## src/rtl/mips32_pipe_core.sv

```systemverilog
// mips32_pipe_core: single-clock 5-stage MIPS32-subset pipeline with interlock.
// Define FORWARDING_EN to enable the EX operand bypass.
module mips32_pipe_core #(
  parameter int DATA_W   = 32,
  parameter int ADDR_W   = 10,
  parameter int RESET_PC = 0
) (
  input  logic              clk1,
  input  logic              rst,
  output logic [ADDR_W-1:0] imem_addr,
  input  logic [31:0]       imem_rdata,
  output logic [ADDR_W-1:0] dmem_addr,
  output logic [DATA_W-1:0] dmem_wdata,
  output logic              dmem_we,
  input  logic [DATA_W-1:0] dmem_rdata,
  input  logic [4:0]        dbg_raddr,
  output logic [DATA_W-1:0] dbg_rdata,
  output logic              halted,
  output logic              illegal,
  output logic [31:0]       retire_cnt
);

  localparam logic [ADDR_W-1:0] PC0 = ADDR_W'(RESET_PC);

  localparam logic [5:0] OP_ADD   = 6'b000000;
  localparam logic [5:0] OP_SUB   = 6'b000001;
  localparam logic [5:0] OP_AND   = 6'b000010;
  localparam logic [5:0] OP_OR    = 6'b000011;
  localparam logic [5:0] OP_SLT   = 6'b000100;
  localparam logic [5:0] OP_MUL   = 6'b000101;
  localparam logic [5:0] OP_LW    = 6'b001000;
  localparam logic [5:0] OP_SW    = 6'b001001;
  localparam logic [5:0] OP_ADDI  = 6'b001010;
  localparam logic [5:0] OP_SUBI  = 6'b001011;
  localparam logic [5:0] OP_SLTI  = 6'b001100;
  localparam logic [5:0] OP_BNEQZ = 6'b001101;
  localparam logic [5:0] OP_BEQZ  = 6'b001110;
  localparam logic [5:0] OP_HLT   = 6'b111111;

  typedef struct packed {
    logic              v;
    logic [5:0]        op;
    logic [4:0]        rs;
    logic [4:0]        rt;
    logic [4:0]        dst;
    logic              we;
    logic              lw;
    logic              sw;
    logic              hlt;
    logic              ill;
    logic [DATA_W-1:0] a;
    logic [DATA_W-1:0] b;
    logic [DATA_W-1:0] imm;
    logic [ADDR_W-1:0] npc;
  } id_ex_t;

  typedef struct packed {
    logic              v;
    logic              we;
    logic              lw;
    logic              sw;
    logic              hlt;
    logic              ill;
    logic [4:0]        dst;
    logic [DATA_W-1:0] alu;
    logic [DATA_W-1:0] b;
  } ex_mem_t;

  typedef struct packed {
    logic              v;
    logic              we;
    logic              hlt;
    logic              ill;
    logic [4:0]        dst;
    logic [DATA_W-1:0] val;
  } mem_wb_t;

  logic [DATA_W-1:0] regs [32];
  logic [ADDR_W-1:0] pc;
  logic              stop;
  logic              ifid_v;
  logic [31:0]       ifid_ir;
  logic [ADDR_W-1:0] ifid_npc;
  id_ex_t            idex;
  ex_mem_t           exmem;
  mem_wb_t           memwb;

  logic [5:0]        op;
  logic [4:0]        rs;
  logic [4:0]        rt;
  logic [4:0]        rd;
  logic [DATA_W-1:0] imm;
  logic              use_rs;
  logic              use_rt;
  logic              wr;
  logic              wr_rt;
  logic              is_lw;
  logic              is_sw;
  logic              is_hlt;
  logic              is_ill;
  logic [4:0]        dst;
  logic              we;
  logic [DATA_W-1:0] rd_a;
  logic [DATA_W-1:0] rd_b;
  logic              stall;
  logic [DATA_W-1:0] fa;
  logic [DATA_W-1:0] fb;
  logic [DATA_W-1:0] alu;
  logic              taken;
  logic [ADDR_W-1:0] target;
  logic [DATA_W-1:0] mem_val;

  assign op  = ifid_ir[31:26];
  assign rs  = ifid_ir[25:21];
  assign rt  = ifid_ir[20:16];
  assign rd  = ifid_ir[15:11];
  assign imm = {{(DATA_W-16){ifid_ir[15]}}, ifid_ir[15:0]};

  always_comb begin
    use_rs = 1'b0;
    use_rt = 1'b0;
    wr     = 1'b0;
    wr_rt  = 1'b0;
    is_lw  = 1'b0;
    is_sw  = 1'b0;
    is_hlt = 1'b0;
    is_ill = 1'b0;
    case (op)
      OP_ADD, OP_SUB, OP_AND, OP_OR, OP_SLT, OP_MUL: begin
        use_rs = 1'b1;
        use_rt = 1'b1;
        wr     = 1'b1;
      end
      OP_ADDI, OP_SUBI, OP_SLTI: begin
        use_rs = 1'b1;
        wr     = 1'b1;
        wr_rt  = 1'b1;
      end
      OP_LW: begin
        use_rs = 1'b1;
        wr     = 1'b1;
        wr_rt  = 1'b1;
        is_lw  = 1'b1;
      end
      OP_SW: begin
        use_rs = 1'b1;
        use_rt = 1'b1;
        is_sw  = 1'b1;
      end
      OP_BNEQZ, OP_BEQZ: use_rs = 1'b1;
      OP_HLT: is_hlt = 1'b1;
      default: begin
        is_hlt = 1'b1;
        is_ill = 1'b1;
      end
    endcase
  end

  assign dst = wr ? (wr_rt ? rt : rd) : 5'd0;
  assign we  = wr && (dst != 5'd0);

  // WB write-through: ID sees the value retiring this cycle
  always_comb begin
    rd_a = regs[rs];
    rd_b = regs[rt];
    if (memwb.v && memwb.we && memwb.dst == rs) rd_a = memwb.val;
    if (memwb.v && memwb.we && memwb.dst == rt) rd_b = memwb.val;
    if (rs == 5'd0) rd_a = '0;
    if (rt == 5'd0) rd_b = '0;
  end

`ifdef FORWARDING_EN
  assign stall = ifid_v && idex.v && idex.lw && idex.we &&
                 ((use_rs && idex.dst == rs) ||
                  (use_rt && idex.dst == rt));

  always_comb begin
    fa = idex.a;
    fb = idex.b;
    if (memwb.v && memwb.we && memwb.dst == idex.rs) fa = memwb.val;
    if (memwb.v && memwb.we && memwb.dst == idex.rt) fb = memwb.val;
    if (exmem.v && exmem.we && exmem.dst == idex.rs) fa = exmem.alu;
    if (exmem.v && exmem.we && exmem.dst == idex.rt) fb = exmem.alu;
  end
`else
  assign stall = ifid_v &&
                 ((idex.v && idex.we &&
                   ((use_rs && idex.dst == rs) ||
                    (use_rt && idex.dst == rt))) ||
                  (exmem.v && exmem.we &&
                   ((use_rs && exmem.dst == rs) ||
                    (use_rt && exmem.dst == rt))));

  assign fa = idex.a;
  assign fb = idex.b;
`endif

  always_comb begin
    alu = '0;
    case (idex.op)
      OP_ADD:  alu = fa + fb;
      OP_SUB:  alu = fa - fb;
      OP_AND:  alu = fa & fb;
      OP_OR:   alu = fa | fb;
      OP_SLT:  alu = {{(DATA_W-1){1'b0}}, $signed(fa) < $signed(fb)};
      OP_MUL:  alu = fa * fb;
      OP_ADDI, OP_LW, OP_SW: alu = fa + idex.imm;
      OP_SUBI: alu = fa - idex.imm;
      OP_SLTI: alu = {{(DATA_W-1){1'b0}}, $signed(fa) < $signed(idex.imm)};
      default: alu = '0;
    endcase
  end

  assign taken  = idex.v &&
                  ((idex.op == OP_BEQZ  && fa == '0) ||
                   (idex.op == OP_BNEQZ && fa != '0));
  assign target = idex.npc + idex.imm[ADDR_W-1:0];

  assign mem_val    = exmem.lw ? dmem_rdata : exmem.alu;
  assign imem_addr  = pc;
  assign dmem_addr  = exmem.alu[ADDR_W-1:0];
  assign dmem_wdata = exmem.b;
  assign dmem_we    = exmem.v && exmem.sw && !halted && !rst;
  assign dbg_rdata  = regs[dbg_raddr];

  always_ff @(posedge clk1) begin
    if (rst) begin
      pc         <= PC0;
      stop       <= 1'b0;
      ifid_v     <= 1'b0;
      ifid_ir    <= '0;
      ifid_npc   <= '0;
      idex       <= '0;
      exmem      <= '0;
      memwb      <= '0;
      halted     <= 1'b0;
      illegal    <= 1'b0;
      retire_cnt <= '0;
      for (int i = 0; i < 32; i++) regs[i] <= '0;
    end else if (!halted) begin
      if (memwb.v) begin
        if (memwb.we) regs[memwb.dst] <= memwb.val;
        if (retire_cnt != '1) retire_cnt <= retire_cnt + 32'd1;
        if (memwb.hlt) begin
          halted  <= 1'b1;
          illegal <= memwb.ill;
        end
      end

      memwb.v   <= exmem.v;
      memwb.we  <= exmem.we;
      memwb.hlt <= exmem.hlt;
      memwb.ill <= exmem.ill;
      memwb.dst <= exmem.dst;
      memwb.val <= mem_val;

      exmem.v   <= idex.v;
      exmem.we  <= idex.we;
      exmem.lw  <= idex.lw;
      exmem.sw  <= idex.sw;
      exmem.hlt <= idex.hlt;
      exmem.ill <= idex.ill;
      exmem.dst <= idex.dst;
      exmem.alu <= alu;
      exmem.b   <= fb;

      // a taken branch squashes the younger IF/ID and ID/EX slots
      if (taken) begin
        pc     <= target;
        ifid_v <= 1'b0;
        idex.v <= 1'b0;
      end else if (stall) begin
        idex.v <= 1'b0;
      end else begin
        idex.v   <= ifid_v;
        idex.op  <= op;
        idex.rs  <= rs;
        idex.rt  <= rt;
        idex.dst <= dst;
        idex.we  <= we;
        idex.lw  <= is_lw;
        idex.sw  <= is_sw;
        idex.hlt <= is_hlt;
        idex.ill <= is_ill;
        idex.a   <= rd_a;
        idex.b   <= rd_b;
        idex.imm <= imm;
        idex.npc <= ifid_npc;
        if (ifid_v && is_hlt) begin
          stop   <= 1'b1;
          ifid_v <= 1'b0;
        end else if (!stop) begin
          ifid_v   <= 1'b1;
          ifid_ir  <= imem_rdata;
          ifid_npc <= pc + ADDR_W'(1);
          pc       <= pc + ADDR_W'(1);
        end
      end
    end
  end

endmodule

```

## config.mk

```make
export PLATFORM = sky130hd
export DESIGN_NAME = mips32_pipe_core
export DESIGN_NICKNAME = d
export VERILOG_FILES = /design/src/rtl/mips32_pipe_core.sv
export SDC_FILE = /design/constraint.sdc
export NUM_CORES = 2
export LEC_CHECK = 0
export CAP_MARGIN = 20
export CORE_MARGIN = 3
export CORE_UTILIZATION = 30
export CTS_CLUSTER_DIAMETER = 120
export CTS_CLUSTER_SIZE = 16
export DETAILED_ROUTE_END_ITERATION = 6
export HOLD_SLACK_MARGIN = 0.1
export SYNTH_ARGS = -nofsm -noshare
export SYNTH_HDL_FRONTEND = slang
export SYNTH_SLANG_ARGS = --single-unit
```

## constraint.sdc

```tcl
create_clock -name clk1 -period 8.75 [get_ports clk1]
set_clock_uncertainty 0.15 [all_clocks]
set_input_delay 1.75 -clock clk1 [delete_from_list [all_inputs] [get_ports clk1]]
set_output_delay 1.75 -clock clk1 [all_outputs]
set_load 0.05 [all_outputs]
```

==> flow_summary.ini <==
[grt]
first_global_vias = 70823
gr-usage-all-layers_pct = 22.6
gr-usage-met1_pct = 28.4
busiest_layer = met2
grt.overflow.total = 0
maximum_number_of_pins_on_one_net_before_global_route_repair = 139
grt_util_met2_pct = 35.9
initial_antenna_violation_count = 47
first_pass_grt_wire_length_mm = 539
groute.layer.met3.usage_pct = 5.10

[critical_path]
critPathMaxFanout = 9
reg_to_reg_critical_path_endpoint = exmem[62]
timing.critical_path.buf_inv = 7
worst_ep_arrival_time_ps = 8620
critPathMostFrequentCell = sky130_fd_sc_hd__fa_1
worst_ep_required_time_ps = 9260
critical-path-slowest-cell = sky130_fd_sc_hd__fa_1
path_delay_family = adder cells
crit_path_start_kind = flip-flop
worst_path_largest_cell_delay_ps = 550
logic_depth_of_the_worst_register_to_register_path = 27
rr_startpoint = fb[7]
critical_path_depth = 27
timing.setup.critical_path_class = flip-flop to flip-flop
rrSetupSlack_ps = 630
endpoint_kind = flip-flop

[layout]
final_layout_size_suffix_gt1_share_pct = 19.1
flow.area_growth_from_synthesis_pct = 10.5
commonest_cells_after_routing_fill_and_taps_aside = 1032 x sky130_fd_sc_hd__and2_1, 1024 x sky130_fd_sc_hd__edfxtp_1, 960 x sky130_fd_sc_hd__mux4_2, 734 x sky130_fd_sc_hd__nor2_1, 487 x sky130_fd_sc_hd__nand2_1
multi_input_comb_area_um2 = 55600
layout.nets = 8612
most_common_cell_after_layout_fill_and_taps_aside = sky130_fd_sc_hd__and2_1
sequential_cell_area_um2 = 37200
n_fill_cell = 31522
cell_area_after_layout_um2 = 107000
finalCoreUtilization_pct = 33.4

[pwr]
design_power_total_mw = 19.8
power.net_switching_mw = 7.61
p_sw_share_pct = 38.4
worst_ir_drop_vdd_v = 0.000176
seq_power_share_pct = 39.2
share_comb_of_total_power_pct = 37.0
clock_power_share_pct = 23.9
power_density_nw_per_um2 = 184
internal_power_mw = 12.2
cellLeakagePower_nw = 38.9

[synthesis]
number_of_synthesized_flops_with_an_enable_pin = 1024
ys_types = 84
yosys_warnings = 0
yosysSeqAreaShare_pct = 38.2
syn_area_per_cell_um2 = 12.2
postSynthNetCount = 8767
async_flop_share_pct = 0
post_synth_instance_area_um2 = 97300
ys_seq_elements = 1345
dominantRegCellSynth = sky130_fd_sc_hd__edfxtp_1
post_synth_inst_count = 7990

[clocking]
cts.reportedPaths.clkPinSlew_ps = 90
tritoncts = built
htree_num_levels = 3
cts_made_buffers = 99
cts_root_buffer = sky130_fd_sc_hd__clkbuf_16
numClockSinks = 1345
cts-resized-gates = 0
post-cts-setup-buffer-count = 0
cts-root-to-sink-buffers = 3
clkLatencyLatePin_ps = 790
cts_hold_buf = 0

[die]
dieHeight_um = 575
fp-row-count = 208
die_width_um = 575
boundaryPins = 190
design.core.area_um2 = 322000
initial_utilization_pct = 30.2
fp.dieArea_um2 = 331000

[placed_design]
gp_congestion = 0.967
placed_area_um2 = 104000
port-buffer-count = 189
dpl.hpwl_mm = 259

[sta]
timing.max_slew.rel_slack_pct = 16.6
rsz0062_at_grt = no
timing.fmax_mhz = 123
period_minus_slack_ps = 8120
timing_hold_violations_final = 0
post-route-period-util_pct = 92.8
finalSetupViolations = 0
whs_ps = 302
actual_transition_at_the_worst_max_transition_pin_ps = 1250
setup_tns_ps = 0
slew_violations = 0

[hold_path]
hold-path-endpoint = idex[8]
startpoint_of_the_lowest_slack_hold_path = ifid_npc[8]
worst_hold_path_depth = 2
min-delay-path-class = flip-flop to flip-flop

[drt]
via_per_inst = 5.76
drt_pass1_iterations = 6
drc_errors = 0
vias = 70394
route.detailed.wl_per_inst_um = 31.4
wl_mm = 383
detailedRoute.firstIterationViolations = 10284
antenna_violating_nets_post_route = 0

[run]
cap_violations = 0

[run_status]
status = finished clean
cell families after synthesis:
family / Yosys count / synth area share, %
flip-flops: 1345 / 38.2
XOR/XNOR: 240 / 2.16
AND/OR/NAND/NOR: 2576 / 13.3
multiplexers: 1160 / 24.3
AO/OA/AOI/OAI: 738 / 4.81
adder cells (fa/ha/maj): 706 / 12.3
buffers and inverters: 1225 / 4.91
state kept, by name (all words and copies together) (netlist names), 10 cells and up, named ones only:
name and count:
regs 1024, ifid_npc 10, dmem_addr 10, fa 32, imem_addr 10, exmem 33, dmem_wdata 32, retire_cnt 32
ifid_ir 32, idex 43, memwb 41, fb 32
area by class of cell:
type	count	share of cell area [%]
antenna	22	0.0512
clock buffer	137	2.46
clock inverter	16	0.313
inverter	507	1.77
multi-input combinational	5420	51.7
sequential	1345	34.6
tap	4305	5.01
timing repair buffer	462	4.04
tightest hold or removal path: stages, from the launching register on:
cell and delay [ps]:
sky130_fd_sc_hd__dfxtp_1 320, sky130_fd_sc_hd__nand2_1 60, sky130_fd_sc_hd__a21oi_1 50
cells in the mapped netlist (24+ instances only):
cell,count,share of area (%)
sky130_fd_sc_hd__o21ai_0,117,0.60
sky130_fd_sc_hd__ha_1,295,3.8
sky130_fd_sc_hd__fa_1,411,8.5
sky130_fd_sc_hd__xnor2_1,174,1.6
sky130_fd_sc_hd__nand2_1,487,1.9
sky130_fd_sc_hd__nor4_1,27,0.17
sky130_fd_sc_hd__nor2_1,768,3.0
sky130_fd_sc_hd__mux2_2,32,0.37
sky130_fd_sc_hd__xor2_1,66,0.59
sky130_fd_sc_hd__a221oi_1,27,0.24
sky130_fd_sc_hd__mux2i_1,168,1.7
sky130_fd_sc_hd__nand3_1,42,0.22
sky130_fd_sc_hd__nand2b_1,32,0.21
sky130_fd_sc_hd__a21oi_1,294,1.5
sky130_fd_sc_hd__and2_1,1034,6.7
sky130_fd_sc_hd__nand4_1,24,0.15
sky130_fd_sc_hd__a21o_1,40,0.31
sky130_fd_sc_hd__dfxtp_1,321,6.6
sky130_fd_sc_hd__a22oi_1,78,0.60
sky130_fd_sc_hd__or2_2,37,0.24
sky130_fd_sc_hd__nor3_1,42,0.22
sky130_fd_sc_hd__clkbuf_1,545,2.1
sky130_fd_sc_hd__edfxtp_1,1024,32
sky130_fd_sc_hd__a211oi_1,27,0.21
sky130_fd_sc_hd__mux4_2,960,22
sky130_fd_sc_hd__buf_1,122,0.47
sky130_fd_sc_hd__inv_1,484,1.9
sky130_fd_sc_hd__buf_4,42,0.32
layer usage:
| layer | wire, um | vias to the layer above |
|---|---|---|
| met5 | 84 | - |
| met4 | 24500 | 12 |
| met3 | 41300 | 1031 |
| met2 | 177000 | 4650 |
| met1 | 140000 | 36299 |
| li1 | - | 28402 |
metrics by stage:
stage	instances	worst slack [ps]
after floorplan	7990	1110
after global placement	12024	827
after detailed placement	12030	674
after CTS	12183	648
after global routing	12195	337
final	12214	634
how the worst max path moves through the flow:
stage / from / end
finish: fb[7] / exmem[62]
global route: fb[7] / exmem[62]
CTS: fb[7] / exmem[62]
detailed placement: fb[7] / exmem[62]
global placement: fb[7] / exmem[62]
floorplan: fb[2] / exmem[62]
power by group through the flow:
stage	Clock, mW	Combinational, mW	Sequential (mW)
3_3_place_gp	0	7.00	7.90
2_1_floorplan	0	4.72	7.56
3_5_place_dp	0	7.09	7.91
6_report	4.73	7.32	7.76
5_1_grt	4.99	7.74	7.79
4_1_cts	4.79	7.12	7.77
(Power assumes the default switching activity.)
